--- src/rtl/arm_pkg.sv ---
// Shared ARM pipeline types and constants.
package arm_pkg;

  localparam int unsigned XLEN = 32;

  localparam logic [XLEN-1:0] NOP_INSTR = 32'h0000_0000;
  localparam logic [XLEN-1:0] PC_INC    = 32'd4;

  typedef enum logic [1:0] {
    FETCH = 2'd0,
    HOLD  = 2'd1,
    DROP  = 2'd2
  } if_state_t;

endpackage

--- src/rtl/MUX.sv ---
// Generic two-input word multiplexer.
module MUX #(
  parameter int unsigned LENGTH = 32
) (
  input  logic              sel_i,
  input  logic [LENGTH-1:0] in0_i,
  input  logic [LENGTH-1:0] in1_i,
  output logic [LENGTH-1:0] out_o
);

  // sel_i=1 picks in1_i
  assign out_o = sel_i ? in1_i : in0_i;

endmodule

--- src/rtl/if_id_reg.sv ---
// IF/ID pipeline register: {pc, instruction, valid} with flush, load and bubble.
module if_id_reg
  import arm_pkg::*;
(
  input  logic            clk_i,
  input  logic            rst_i,
  input  logic            flush_i,
  input  logic            load_i,
  input  logic            bubble_i,
  input  logic [XLEN-1:0] pc_i,
  input  logic [XLEN-1:0] instr_i,
  output logic [XLEN-1:0] pc_o,
  output logic [XLEN-1:0] instr_o,
  output logic            valid_o
);

  logic [XLEN-1:0] pc_q;
  logic [XLEN-1:0] instr_q;
  logic            valid_q;

  // Flush clears everything; a bubble keeps pc but marks the slot empty; otherwise hold
  always_ff @(posedge clk_i) begin
    if (rst_i || flush_i) begin
      pc_q    <= '0;
      instr_q <= NOP_INSTR;
      valid_q <= 1'b0;
    end else if (load_i) begin
      pc_q    <= pc_i;
      instr_q <= instr_i;
      valid_q <= 1'b1;
    end else if (bubble_i) begin
      instr_q <= NOP_INSTR;
      valid_q <= 1'b0;
    end
  end

  assign pc_o    = pc_q;
  assign instr_o = instr_q;
  assign valid_o = valid_q;

endmodule

--- src/rtl/if_stage.sv ---
// Instruction fetch stage: PC, single-outstanding imem handshake, IF/ID register,
// hazard freeze and branch flush.
module if_stage
  import arm_pkg::*;
#(
  parameter logic [31:0] RESET_PC = 32'h0000_0000
) (
  input  logic        clk,
  input  logic        rst,
  input  logic        freeze,
  input  logic        branch_taken,
  input  logic [31:0] branch_addr,
  output logic        imem_req,
  output logic [31:0] imem_addr,
  input  logic [31:0] imem_rdata,
  input  logic        imem_valid,
  output logic [31:0] pc_out,
  output logic [31:0] instruction,
  output logic        valid_out
);

  if_state_t       state_q, state_d;
  logic [XLEN-1:0] pc_q, pc_d;
  logic [XLEN-1:0] redirect_q, redirect_d;
  logic [XLEN-1:0] hold_q, hold_d;
  logic            req_q;

  logic [XLEN-1:0] pc_inc_c;
  logic [XLEN-1:0] pc_alt_c;
  logic            use_branch_c;
  logic            ifid_flush_c;
  logic            ifid_load_c;
  logic            ifid_bubble_c;
  logic [XLEN-1:0] ifid_instr_c;

  // Sequential next address; wraps modulo 2^32
  assign pc_inc_c = pc_q + PC_INC;

  // Next-state, next-pc source and IF/ID control
  always_comb begin
    state_d       = state_q;
    redirect_d    = redirect_q;
    hold_d        = hold_q;
    pc_alt_c      = pc_q;
    use_branch_c  = 1'b0;
    ifid_flush_c  = 1'b0;
    ifid_load_c   = 1'b0;
    ifid_bubble_c = 1'b0;
    ifid_instr_c  = imem_rdata;

    case (state_q)
      FETCH: begin
        if (imem_valid) begin
          if (branch_taken) begin
            use_branch_c = 1'b1;
            ifid_flush_c = 1'b1;
          end else if (freeze) begin
            hold_d  = imem_rdata;
            state_d = HOLD;
          end else begin
            ifid_load_c = 1'b1;
            pc_alt_c    = pc_inc_c;
          end
        end else if (branch_taken) begin
          // Request still in flight: keep its address, remember the target
          redirect_d   = branch_addr;
          ifid_flush_c = 1'b1;
          state_d      = DROP;
        end else if (!freeze) begin
          ifid_bubble_c = 1'b1;
        end
      end

      HOLD: begin
        ifid_instr_c = hold_q;
        if (branch_taken) begin
          use_branch_c = 1'b1;
          ifid_flush_c = 1'b1;
          state_d      = FETCH;
        end else if (!freeze) begin
          ifid_load_c = 1'b1;
          pc_alt_c    = pc_inc_c;
          state_d     = FETCH;
        end
      end

      DROP: begin
        // Outputs stay flushed until the abandoned response drains
        ifid_flush_c = 1'b1;
        if (branch_taken) begin
          redirect_d = branch_addr;
        end
        if (imem_valid) begin
          pc_alt_c     = redirect_q;
          use_branch_c = branch_taken;
          state_d      = FETCH;
        end
      end

      default: begin
        state_d = FETCH;
      end
    endcase
  end

  // A fresh branch target overrides every other next-pc source
  MUX #(.LENGTH(XLEN)) u_pc_mux (
    .sel_i (use_branch_c),
    .in0_i (pc_alt_c),
    .in1_i (branch_addr),
    .out_o (pc_d)
  );

  // Fetch-side state; imem_req is registered from the next state
  always_ff @(posedge clk) begin
    if (rst) begin
      state_q    <= FETCH;
      pc_q       <= RESET_PC;
      redirect_q <= '0;
      hold_q     <= '0;
      req_q      <= 1'b1;
    end else begin
      state_q    <= state_d;
      pc_q       <= pc_d;
      redirect_q <= redirect_d;
      hold_q     <= hold_d;
      req_q      <= (state_d != HOLD);
    end
  end

  assign imem_req  = req_q;
  assign imem_addr = pc_q;

  if_id_reg u_if_id_reg (
    .clk_i    (clk),
    .rst_i    (rst),
    .flush_i  (ifid_flush_c),
    .load_i   (ifid_load_c),
    .bubble_i (ifid_bubble_c),
    .pc_i     (pc_inc_c),
    .instr_i  (ifid_instr_c),
    .pc_o     (pc_out),
    .instr_o  (instruction),
    .valid_o  (valid_out)
  );

endmodule

--- config.mk ---
export PLATFORM = sky130hd
export DESIGN_NAME = if_stage
export DESIGN_NICKNAME = d
export VERILOG_FILES = /design/src/rtl/arm_pkg.sv /design/src/rtl/MUX.sv /design/src/rtl/if_id_reg.sv /design/src/rtl/if_stage.sv
export SDC_FILE = /design/constraint.sdc
export NUM_CORES = 1
export LEC_CHECK = 0
export BUFFER_PORTS_ARGS = -buffer_cell sky130_fd_sc_hd__buf_4
export CAP_MARGIN = 10
export CORE_MARGIN = 5
export CORE_UTILIZATION = 41
export CTS_CLUSTER_DIAMETER = 150
export DETAILED_ROUTE_END_ITERATION = 10
export HOLD_SLACK_MARGIN = 0.02
export PLACE_DENSITY = 0.77
export SLEW_MARGIN = 15
export SYNTH_ARGS = -nofsm -noshare
export SYNTH_HDL_FRONTEND = slang
export SYNTH_SLANG_ARGS = --single-unit
export TNS_END_PERCENT = 20
--- constraint.sdc ---
create_clock -name clk -period 2.4 [get_ports clk]
set_input_delay 0.36 -clock clk [delete_from_list [all_inputs] [get_ports clk]]
set_output_delay 0.36 -clock clk [all_outputs]
set_load 0.03 [all_outputs]
# Word level (Yosys, flattened, before mapping)
# Cells that the tools add are included.
# word_totals
reg_bits,164
input_bits,69
output_inout_bits,98
elab_cells,58
# classes
bitwise,1
reduce_logical,9
add_sub_neg,1
mux,33
eq_ne,6
# op_table
cell,count
$mux 32,10
$pmux 32 s3,1
$pmux 32 s2,1
$add 32x3->32 const B,1
$mux 2,7
$mux 1,10
$ne 3x2->1 const B,2
$pmux 2 s3,1
$pmux 1 s2,2
$reduce_and 4->1,1
$reduce_bool 2->1,2
$reduce_bool 4->1,1
$pmux 1 s3,1
$reduce_and 3->1,1
$eq 2x1->1 const B,1
$eq 2x2->1 const B,1
$logic_not 2->1,1
$ne 2x1->1 const B,1
$ne 2x2->1 const B,1
$reduce_and 2->1,1
$reduce_or 2->1,1
$logic_or 1x1->1,1
$not 1->1,1

# Depth between registers and ports, before layout
# Gate-level depths: netlist of the first run.
# logic_depth
word_depth,6
depth_mapped,9
depth_no_buf,6

# Modules after synthesis
# A second synthesis of the first run with hierarchy kept.
# hier_totals
cells_unflattened,979
area_unflattened_um2,8323.0
# modules_own_cells
mod,area_per_inst_um2,n_inst,seq_area_each_um2,cells_per_inst
if_stage,5315.1,1,1981.9,693
if_id_reg,2463.6,1,1301.2,250
MUX,544.3,1,0.0,36

# Worst setup path before layout of the first run
# No wires, ideal clock.
# synth_path
kind,reg-to-reg
from,"register pc_q[6], in the netlist imem_addr[6]"
to,"register pc_q[27], in the netlist imem_addr[27]"
setup_time_ns,0.074
path_slack_ns,-0.156
arrival_ns,2.482
synth_period_minus_slack_ns,2.556
required_time_ns,2.326
path_stages_with_launch,8
cell_sequence,dfxtp_1 -> buf_2 -> nand4_2 -> or4_1 -> buf_2 -> or4_4 -> or3_1 -> a31oi_1
# synth_via
elab_chain_cells,6
# synth_lines
item,line,source
start: declaration,if_stage.sv:23,"logic [XLEN-1:0] pc_q, pc_d;"
start signal: assignment,if_stage.sv:124,pc_q <= pc_d;
$add 32x3->32 (*),if_stage.sv:37,assign pc_inc_c = pc_q + PC_INC;
$mux 32 (*),"if_stage.sv:57, if_stage.sv:80",
$mux 32 (*),if_stage.sv:54,if (branch_taken) begin
$mux 32,if_stage.sv:53,if (imem_valid) begin
$pmux 32 s3 (*),if_stage.sv:51,case (state_q)
$mux 32 (*),MUX.sv:12,assign out_o = sel_i ? in1_i : in0_i;
# Mark *: on every way between the ends. The rest lies on a longest branch, timed or not. The select of a mux whose other input is x is not followed.
# A chain may end at the register's enable or synchronous reset.

# Worst setup path after layout of the first run
# layout_path
from,"register pc_q[7], in the netlist imem_addr[7]"
to,"register pc_q[26], in the netlist imem_addr[26]"
# The elaborated chain is that of the path after synthesis.

==> results of run 1 <==
[final timing paths]
| kind | start | to | slack (ns) | depth (start not counted) |
|---|---|---|---|---|
| setup reg to reg | imem_addr[7] | imem_addr[26] | 0.14 | 6 |
| hold / removal | imem_rdata[23] | hold_q[23] | 0.18 | 3 |
| setup / recovery | imem_addr[7] | imem_addr[26] | 0.14 | 6 |
| hold reg to reg | redirect_q[23] | redirect_q[23] | 0.45 | 2 |
[placed cells by master, fill, tap and decap left out, types with 3 or more instances in the layout]
| cell | Yosys | layout |
|---|---|---|
| nand2_1 | 244 | 244 |
| buf_4 | 2 | 214 |
| a21oi_1 | 171 | 171 |
| dfxtp_1 | 164 | 156 |
| nor2_1 | 84 | 83 |
| o21ai_0 | 36 | 36 |
| xnor2_1 | 19 | 19 |
| nand3_1 | 19 | 18 |
| a211oi_1 | 18 | 18 |
| clkbuf_16 | 0 | 17 |
| nor4_1 | 15 | 15 |
| nand4_1 | 11 | 11 |
| and3_1 | 11 | 11 |
| mux2i_1 | 11 | 11 |
| nor3_1 | 10 | 10 |
| nor2b_1 | 10 | 9 |
| xor2_1 | 9 | 9 |
| inv_1 | 8 | 8 |
| a31oi_1 | 8 | 8 |
| a22o_1 | 8 | 8 |
| nand2b_1 | 8 | 7 |
| dfxtp_2 | 0 | 7 |
| or3_1 | 7 | 6 |
| o22ai_1 | 6 | 6 |
| a21o_1 | 4 | 4 |
| clkinv_2 | 0 | 4 |
| inv_6 | 0 | 4 |
| buf_12 | 0 | 4 |
| and4_1 | 3 | 3 |
| o221ai_1 | 3 | 3 |
| a221oi_1 | 3 | 3 |
| o32ai_1 | 3 | 3 |
| a211o_1 | 3 | 3 |
| clkinvlp_4 | 0 | 3 |
[synthesized netlist by cell type (2+ instances only)]
| cell | instances |
|---|---|
| o32ai_1 | 3 |
| nand2_1 | 244 |
| buf_1 | 6 |
| a221o_1 | 2 |
| xor2_1 | 9 |
| o21ai_0 | 36 |
| inv_1 | 8 |
| and3_1 | 11 |
| a21boi_0 | 2 |
| a311oi_1 | 2 |
| nor2_1 | 84 |
| a221oi_1 | 3 |
| mux2i_1 | 11 |
| or3_1 | 7 |
| nor4_1 | 15 |
| nand2b_1 | 8 |
| clkbuf_1 | 75 |
| o22ai_1 | 6 |
| a21o_1 | 4 |
| a211o_1 | 3 |
| buf_2 | 3 |
| a2111oi_0 | 2 |
| a21oi_1 | 171 |
| xnor2_1 | 19 |
| nand4_1 | 11 |
| o221ai_1 | 3 |
| o211ai_1 | 2 |
| and4_1 | 3 |
| or4_1 | 2 |
| o21a_1 | 2 |
| a211oi_1 | 18 |
| nor3_1 | 10 |
| a22o_1 | 8 |
| nand3_1 | 19 |
| dfxtp_1 | 164 |
| buf_4 | 2 |
| nor2b_1 | 10 |
| a31oi_1 | 8 |
[cell families after synthesis]
kind of cell / share of synthesized area [%]
simple gates: 24.8
flops: 43.9
mux: 1.47
xor+xnor: 3.28
compound gates: 21.5
fa+ha+maj: 0.167
buf+inv: 4.86
[worst max-delay path: cells and delay by family, from the launching register on]
kind	cells	cell delay (ns)
buf+inv	1	0.18
simple gates	4	1.45
flops	1	0.41
compound gates	1	0.15
[per-stage QoR]
stage	cells	utilization (%)	instance area, um^2
6_report	1401	54.1	9720
5_1_grt	1401	54.1	9720
4_1_cts	1401	54.1	9710
3_5_place_dp	1369	51.0	9160
3_3_place_gp	1369	51.0	9160
2_1_floorplan	1008	-	7500
[routing by layer]
metal | vias to the layer above | GRT usage (%)
li1 | 3773 | -
met1 | 3634 | 30.0
met2 | 313 | 33.8
met3 | 41 | 5.05
met4 | 0 | 7.00
met5 | - | 0
[layout make-up]
type / instances / area, um^2 / area share (%)
clock buffers: 18 / 429 / 4.42
clock inverters: 14 / 128 / 1.31
inverters: 8 / 30.0 / 0.309
multi-input cells: 750 / 3860 / 39.7
flip-flops and latches: 164 / 3300 / 33.9
well taps: 229 / 287 / 2.95
repair buffers: 218 / 1690 / 17.4
[registers in the layout (all words and copies together), names as in the netlist]
register and cells:
imem_addr 32, u_if_id_reg.valid_o 1, hold_q 32, redirect_q 32, state_q 2, imem_req 1, u_if_id_reg.pc_o 32, u_if_id_reg.instr_o 32
[report_power, final]
part / internal, W / switching, W
logic: 0.000388 / 0.000608
registers: 0.00284 / 0.000106
clock network: 0.00144 / 0.00117
total: 0.00466 / 0.00188
[what timing repair did]
| action | CTS | global route |
|---|---|---|
| gates resized for setup | 0 | 1 |
| endpoints found under the setup margin | 0 | 1 |
| hold buffers | 0 | 0 |
==> impl_metrics.py, run 1 <==
metrics = {
    "routing": {
        "vias": 7761,
        "firstDrtPassIters": 7,
        "dr.max_layer_used": "met4",
        "wl_met1_um": 10700,
        "drc": 0,
        "antenna_left": 0,
        "routed-wl-met3_um": 1750,
        "drtIter0Drc": 697,
        "drt-total-wl_um": 24000,
        "wl_per_cell_um": 17.1,
        "dr_wl_met2_um": 11000,
        "viasPerCell": 5.54,
    },
    "power_and_ir_drop": {
        "power.density_nw_per_um2": 673,
        "vdd.ir_drop.worst_uv": 497,
        "p_leak_nw": 3.86,
        "fin_total_pwr_w": 0.00654,
    },
    "yosys": {
        "syn_nets": 1078,
        "syn_area_um2": 7480,
        "yosysTopAreaCell": "dfxtp_1",
        "synth.distinct_cells": 50,
        "synth_edf_count": 0,
        "yosysSeqAreaShare_pct": 43.9,
        "synth_warnings": 0,
        "ys_ff_latch": 164,
        "synth_top_area_share_pct": 43.9,
        "synthCells": 1008,
        "syn_avg_cell_area_um2": 7.43,
        "synth_ff_type": "dfxtp_1",
        "yosys-top-cells-area": "dfxtp_1 44%, nand2_1 12%, a21oi_1 11%",
        "ys_async_sr_fraction_pct": 0,
    },
    "worst_setup_path": {
        "cp_common_cell": "or3_1",
        "cp-start-kind": "flop",
        "cp_cell_sequence": "nand4_2 -> or4_1 -> buf_4 -> or3_1 -> or3_1 -> a31oi_1",
        "max_stage_delay_ns": 0.57,
        "cp_max_fo": 7,
        "arrival_ns": 2.62,
        "worstSetupEndpointType": "flop",
        "crit_slowest_cell": "or4_1",
        "worst-setup-path-type": "reg -> reg",
        "required_ns": 2.76,
    },
    "floorplan": {
        "fp-row-count": 49,
        "start_util_pct": 41.7,
        "die_w_um": 145,
        "dieArea_um2": 21100,
        "core_um2": 18000,
        "io-pin-count": 167,
        "die_h_um": 145,
    },
    "clocking": {
        "clk_path_buf_depth": 2,
        "htreeDepth": 4,
        "cts_root_buf": "clkbuf_16",
        "insertion_delay_ns": 0.43,
        "cts_tree": "done",
        "clkTransAtPathRegs_ns": 0.07,
        "cts_inserted_buffers": 17,
        "numClockSinks": 164,
        "post_cts_buffers": 0,
    },
    "placed_design": {
        "hpwlAfterDp_um": 17000,
        "gp_congestion": 0.918,
        "place_ws_ns": 0.178,
        "numPortBuffers": 166,
    },
    "layout": {
        "fin_nets": 1229,
        "fillers": 1683,
        "drive_above_1_share_pct": 22.9,
        "area_growth_pct": 29.8,
        "diodes": 0,
    },
    "job": {
        "drv_cap": 0,
    },
    "sta": {
        "finClkSkew_ns": 0.00907,
        "tightest_slew_ns": 0.716,
        "holdWs_ns": 0.183,
        "period_needed_ns": 2.26,
        "maxSlewHeadroom_pct": 52.2,
        "rsz0062_at_grt": "no",
        "finalCritPeriodShare_pct": 94.2,
        "drv_slew": 0,
        "max_clock_freq_ghz": 0.442,
        "worst_slack_ns": 0.138,
        "hold_viol_final": 0,
        "setup_viol": 0,
        "setup_tns_ns": 0,
    },
    "global_route": {
        "grt_max_degree": 59,
        "grt_antenna_before_repair": 0,
        "grt_pass1_wl_um": 38200,
        "grt.total_usage_pct": 21.8,
        "grt_pass1_vias": 7168,
        "overflow": 0,
    },
    "outcome": {
        "status": "completed",
    },
    "worst_hold_path": {
        "hold_path_class": "in -> reg",
    },
}
(Power assumes the default switching activity.)
==> run 2, diff against run 1 <==
==> constraint.sdc (replaced) <==
create_clock -name clk -period 2.4 [get_ports clk]
set_input_delay 0.24 -clock clk [delete_from_list [all_inputs] [get_ports clk]]
set_output_delay 0.24 -clock clk [all_outputs]
set_load 0.03 [all_outputs]
==> run 2 against run 1 <==
First-iteration DRC count up 7.7%. Clock power up 7%. Critical path depth down 1. Routed wire length down 2.2%. Die area unchanged. Combinational power down 2%. Final cell count down 0.36%. Worst hold slack worse by 0.12 ns. Maximum frequency up 0.60%. Sequential power about the same. Clock skew down 0.0014 ns. Critical path type unchanged. Largest power group unchanged.
==> impl_metrics.py, run 2 (synthesized netlist as in run 1, its figures left out) <==
metrics = {
    "clocking": {
        "htreeDepth": 4,
        "numClockSinks": 164,
        "ctsHoldBuffers": 0,
        "clk_path_buf_depth": 2,
        "cts_inserted_buffers": 17,
        "cts_root_buf": "clkbuf_16",
        "clkTransAtPathRegs_ns": 0.06,
        "cts_tree": "done",
        "post_cts_buffers": 0,
        "insertion_delay_ns": 0.42,
    },
    "floorplan": {
        "io-pin-count": 167,
        "fp-row-count": 49,
        "die_h_um": 145,
        "dieArea_um2": 21100,
        "core_um2": 18000,
        "start_util_pct": 41.7,
        "die_w_um": 145,
    },
    "sta": {
        "period_needed_ns": 2.25,
        "rsz0062_at_grt": "no",
        "setup_tns_ns": 0,
        "hold_viol_final": 0,
        "max_clock_freq_ghz": 0.445,
        "finalCritPeriodShare_pct": 93.7,
        "worst_slack_ns": 0.152,
        "drv_slew": 0,
        "finClkSkew_ns": 0.00769,
        "maxSlewHeadroom_pct": 60.2,
        "setup_viol": 0,
        "tightest_slew_ns": 0.592,
    },
    "worst_setup_path": {
        "cp_max_fo": 7,
        "worst-setup-path-type": "reg -> reg",
        "required_ns": 2.68,
        "worstReg2RegEnd": "imem_addr[21]",
        "cp-start-kind": "flop",
        "worst-r2r-setup-slack_ns": 0.15,
        "r2r_cells": 5,
        "crit_buf_inv": 0,
        "crit_start": "imem_addr[7]",
        "r2r-start": "imem_addr[7]",
        "arrival_ns": 2.52,
        "worstSetupEndpoint": "imem_addr[21]",
        "worstSetupEndpointType": "flop",
        "crit_family": "simple AND/OR/NAND/NOR gates",
        "max_stage_delay_ns": 0.46,
        "cp.depth": 5,
        "crit_slowest_cell": "or3_1",
        "cp_cell_sequence": "and4_1 -> nand4_1 -> or3_1 -> mux2i_1 -> a2111oi_1",
    },
    "placed_design": {
        "place_ws_ns": 0.172,
        "gp_congestion": 0.884,
        "numPortBuffers": 166,
        "dp.cells": 1364,
        "hpwlAfterDp_um": 16600,
    },
    "routing": {
        "antenna_left": 0,
        "viasPerCell": 5.44,
        "firstDrtPassIters": 5,
        "wl_per_cell_um": 16.8,
        "drt-total-wl_um": 23500,
        "drc": 0,
        "drtIter0Drc": 751,
        "vias": 7596,
    },
    "layout": {
        "layout_common_cells": "244 x nand2_1, 210 x buf_4, 171 x a21oi_1",
        "seqCellArea_um2": 3300,
        "area_growth_pct": 30.0,
        "fin_nets": 1224,
        "diodes": 0,
        "drive_above_1_share_pct": 22.5,
        "fillers": 1704,
        "layout_commonest_cell": "nand2_1",
        "multi_input_area_um2": 3870,
        "final_cells": 1396,
    },
    "job": {
        "drv_cap": 0,
    },
    "outcome": {
        "status": "completed",
    },
    "global_route": {
        "grt_antenna_before_repair": 0,
        "grt_pass1_vias": 7067,
        "grt.total_usage_pct": 21.6,
        "overflow": 0,
        "grt_max_degree": 59,
        "grt_pass1_wl_um": 37500,
    },
    "power_and_ir_drop": {
        "vdd.ir_drop.worst_uv": 507,
        "power.density_nw_per_um2": 691,
        "p_leak_nw": 3.85,
    },
    "worst_hold_path": {
        "hold_path_class": "in -> reg",
    },
}
run 2: changes by cell type in the layout (fill, tap and decap cells not counted), moves of 2 or more:
| cell | before | now |
|---|---|---|
| buf_4 | 214 | 210 |
| clkbuf_8 | 0 | 2 |
| clkinvlp_4 | 3 | 5 |
| bufinv_16 | 1 | 3 |
| inv_6 | 4 | 1 |
| clkinv_2 | 4 | 1 |
run 2: area by class of cell:
cell class | instances | share of cell area, %
clock buffers | 21 | 4.73
clock inverters | 11 | 1.54
inverters | 8 | 0.309
multi-input cells | 750 | 39.8
flip-flops and latches | 164 | 33.9
well taps | 229 | 2.95
repair buffers | 213 | 16.8
run 2: worst reg2reg max path: stages (launching register included):
cell	delay, ns
dfxtp_2	0.40
and4_1	0.32
nand4_1	0.31
or3_1	0.46
mux2i_1	0.15
a2111oi_1	0.46
run 2: metrics by stage:
step / power (W) / hold slack [ns] / cell area [um^2] / utilization [%]
floorplan: 0.00356 / 0.376 / 7500 / -
global placement: 0.00395 / 0.440 / 9100 / 50.7
detailed placement: 0.00397 / 0.447 / 9100 / 50.7
CTS: 0.00676 / 0.0526 / 9720 / 54.1
global route: 0.00699 / 0.0572 / 9730 / 54.1
finish: 0.00672 / 0.0660 / 9730 / 54.1
run 2: layer usage:
layer	part of all wire, %	GRT usage (%)	vias to the layer above
li1	-	-	3756
met1	45	29.9	3511
met2	46	33.2	297
met3	7.5	5.05	32
met4	2.1	7.14	0
met5	0	0	-
run 2: worst min-delay path by stage:
stage	startpoint	to	slack [ns]	depth (start not counted)
after floorplan	branch_addr[10]	redirect_q[10]	0.38	2
after global placement	redirect_q[10]	redirect_q[10]	0.44	2
after detailed placement	hold_q[3]	hold_q[3]	0.45	2
after CTS	imem_rdata[14]	hold_q[14]	0.05	3
after global routing	branch_addr[8]	redirect_q[8]	0.06	3
final	imem_rdata[14]	hold_q[14]	0.07	3
run 2: timing repair:
item / in CTS / in global routing
setup endpoints to repair: 0 / 2
resized for setup: 0 / 3
endpoints found under the hold margin: 0 / 0
run 2: power by group:
group	total [W]	switching [W]	internal (W)	leakage [nW]
Sequential	0.00294	0.000105	0.00284	1.34
Combinational	0.000977	0.000600	0.000377	2.23
Clock	0.00280	0.00111	0.00169	0.282
Total	0.00672	0.00181	0.00491	3.85
==> run 3, diff against run 2 <==
==> constraint.sdc (replaced) <==
create_clock -name clk -period 1.84 [get_ports clk]
set_input_delay 0.184 -clock clk [delete_from_list [all_inputs] [get_ports clk]]
set_output_delay 0.184 -clock clk [all_outputs]
set_load 0.03 [all_outputs]
==> run 3 against run 2 <==
The flow now finishes with violations (setup timing). Maximum frequency increased by 12%. Non-clock buffer count increased by 103. Critical path depth increased by 1. Combinational power grew 57%. Final area grew 12%. Worst setup slack worse by 0.31 ns. Clock skew increased by 0.0011 ns. Critical path type unchanged. Critical endpoint unchanged.
==> impl_metrics.py, run 3 (synthesized netlist as in run 1, its figures left out) <==
metrics = {
    "floorplan": {
        "fp-row-count": 49,
        "die_h_um": 145,
        "io-pin-count": 167,
        "dieArea_um2": 21100,
        "start_util_pct": 41.7,
        "core_um2": 18000,
        "die_w_um": 145,
    },
    "clocking": {
        "htreeDepth": 4,
        "cts_inserted_buffers": 17,
        "cts_root_buf": "clkbuf_16",
        "numClockSinks": 164,
        "cts_tree": "done",
        "insertion_delay_ns": 0.43,
        "clk_path_buf_depth": 2,
        "clkTransAtPathRegs_ns": 0.07,
    },
    "worst_hold_path": {
        "hold_path_class": "in -> reg",
    },
    "layout": {
        "area_growth_pct": 45.5,
        "fin_nets": 1327,
        "seqCellArea_um2": 3320,
        "diodes": 0,
        "drive_above_1_share_pct": 27.8,
        "final_cells": 1499,
        "multi_input_area_um2": 4070,
        "layout_common_cells": "254 x buf_4, 243 x nand2_1, 170 x a21oi_1",
        "fillers": 1520,
        "final_area_um2": 10900,
        "layout_commonest_cell": "buf_4",
    },
    "worst_setup_path": {
        "cp-start-kind": "flop",
        "required_ns": 2.14,
        "arrival_ns": 2.30,
        "worstSetupEndpointType": "flop",
        "worst-setup-path-type": "reg -> reg",
        "cp_max_fo": 6,
    },
    "sta": {
        "hold_viol_final": 0,
        "finClkSkew_ns": 0.00877,
        "maxSlewHeadroom_pct": 63.4,
        "rsz0062_at_grt": "yes",
        "worst_slack_ns": -0.160,
        "setup_viol": 14,
        "tightest_slew_ns": 0.549,
        "drv_slew": 0,
        "period_needed_ns": 2.00,
        "setup_tns_ns": -0.816,
        "max_clock_freq_ghz": 0.500,
        "finalCritPeriodShare_pct": 109,
    },
    "power_and_ir_drop": {
        "p_sw_w": 0.00251,
        "p_leak_nw": 4.45,
        "vdd.ir_drop.worst_uv": 728,
        "p_int_w": 0.00630,
        "pwr-share-clk_pct": 39.4,
        "fin_total_pwr_w": 0.00880,
        "seqPwrFrac_pct": 43.2,
        "p_comb_share_pct": 17.4,
        "p_sw_share_pct": 28.5,
        "power.density_nw_per_um2": 808,
    },
    "routing": {
        "drt-total-wl_um": 25700,
        "viasPerCell": 5.53,
        "vias": 8293,
        "drc": 0,
        "antenna_left": 0,
        "firstDrtPassIters": 7,
        "wl_per_cell_um": 17.2,
        "drtIter0Drc": 1016,
    },
    "global_route": {
        "grt_pass1_wl_um": 41300,
        "grt_max_degree": 54,
        "overflow": 0,
        "grt_pass1_vias": 7880,
        "grt.total_usage_pct": 23.4,
        "grt_antenna_before_repair": 0,
    },
    "placed_design": {
        "dp.cells": 1413,
        "hpwlAfterDp_um": 17400,
        "numPortBuffers": 166,
        "gp_congestion": 0.888,
        "placed_cell_area_um2": 9570,
        "place_ws_ns": -0.281,
    },
    "job": {
        "drv_cap": 0,
    },
    "outcome": {
        "violations": "setup timing",
        "status": "finished with violations",
    },
}
[run 3: cell types whose count changed in the layout (fill, tap and decap cells not counted), moves of 6 or more]
cell / before / now
nor4_4: 0 / 6
dlygate4sd3_1: 0 / 51
nor4_1: 15 / 2
buf_4: 210 / 254
nor4_2: 0 / 7
dfxtp_1: 156 / 146
[run 3: power groups by stage]
stage	Sequential [W]	Clock, W	Combinational [W]
2_1_floorplan	0.00404	0	0.000606
3_3_place_gp	0.00387	0	0.00138
3_5_place_dp	0.00388	0	0.00140
4_1_cts	0.00380	0.00352	0.00149
5_1_grt	0.00382	0.00369	0.00165
6_report	0.00380	0.00347	0.00153
[run 3: routing by layer]
metal | track usage, % | wire length (um) | vias to the layer above
met5 | 0 | 0 | -
met4 | 7.28 | 680 | 0
met3 | 5.86 | 2330 | 62
met2 | 38.2 | 12100 | 385
met1 | 30.5 | 10600 | 3881
li1 | - | - | 3965
[run 3: final timing paths]
check / from / cells after the start / endpoint / slack (ns)
max: imem_addr[7] / 6 / imem_addr[21] / -0.16
min: imem_rdata[30] / 3 / hold_q[30] / 0.03
max reg2reg: imem_addr[7] / 6 / imem_addr[21] / -0.16
min reg2reg: redirect_q[18] / 2 / redirect_q[18] / 0.45
[run 3: timing repair]
action / 4_1_cts / 5_1_grt
resized for setup: 11 / 31
pin swaps: 11 / 5
setup buffers: 1 / 2
endpoints found under the setup margin: 15 / 32
hold endpoints to repair: 51 / 0
hold buffers: 51 / 0
[run 3: critical path, stage by stage, from the launching register on]
cell and delay [ns]:
dfxtp_4 0.35, buf_4 0.14, and4_4 0.23, nand4_1 0.25
or3_4 0.42, mux2i_1 0.14, a2111oi_1 0.35
[run 3: per-stage QoR]
step | util (%) | hold slack [ns]
global placement | 53.3 | 0.440
finish | 60.6 | 0.0317
global route | 60.6 | 0.0296
CTS | 59.7 | 0.0203
detailed placement | 53.3 | 0.444
floorplan | - | 0.320
[run 3: final cells by class]
| type | count | share of cell area (%) |
|---|---|---|
| tap | 229 | 2.63 |
| sequential | 164 | 30.5 |
| inverter | 8 | 0.299 |
| multi-input combinational | 750 | 37.3 |
| clock inverter | 14 | 1.15 |
| timing repair buffer | 316 | 24.0 |
| clock buffer | 18 | 4.14 |
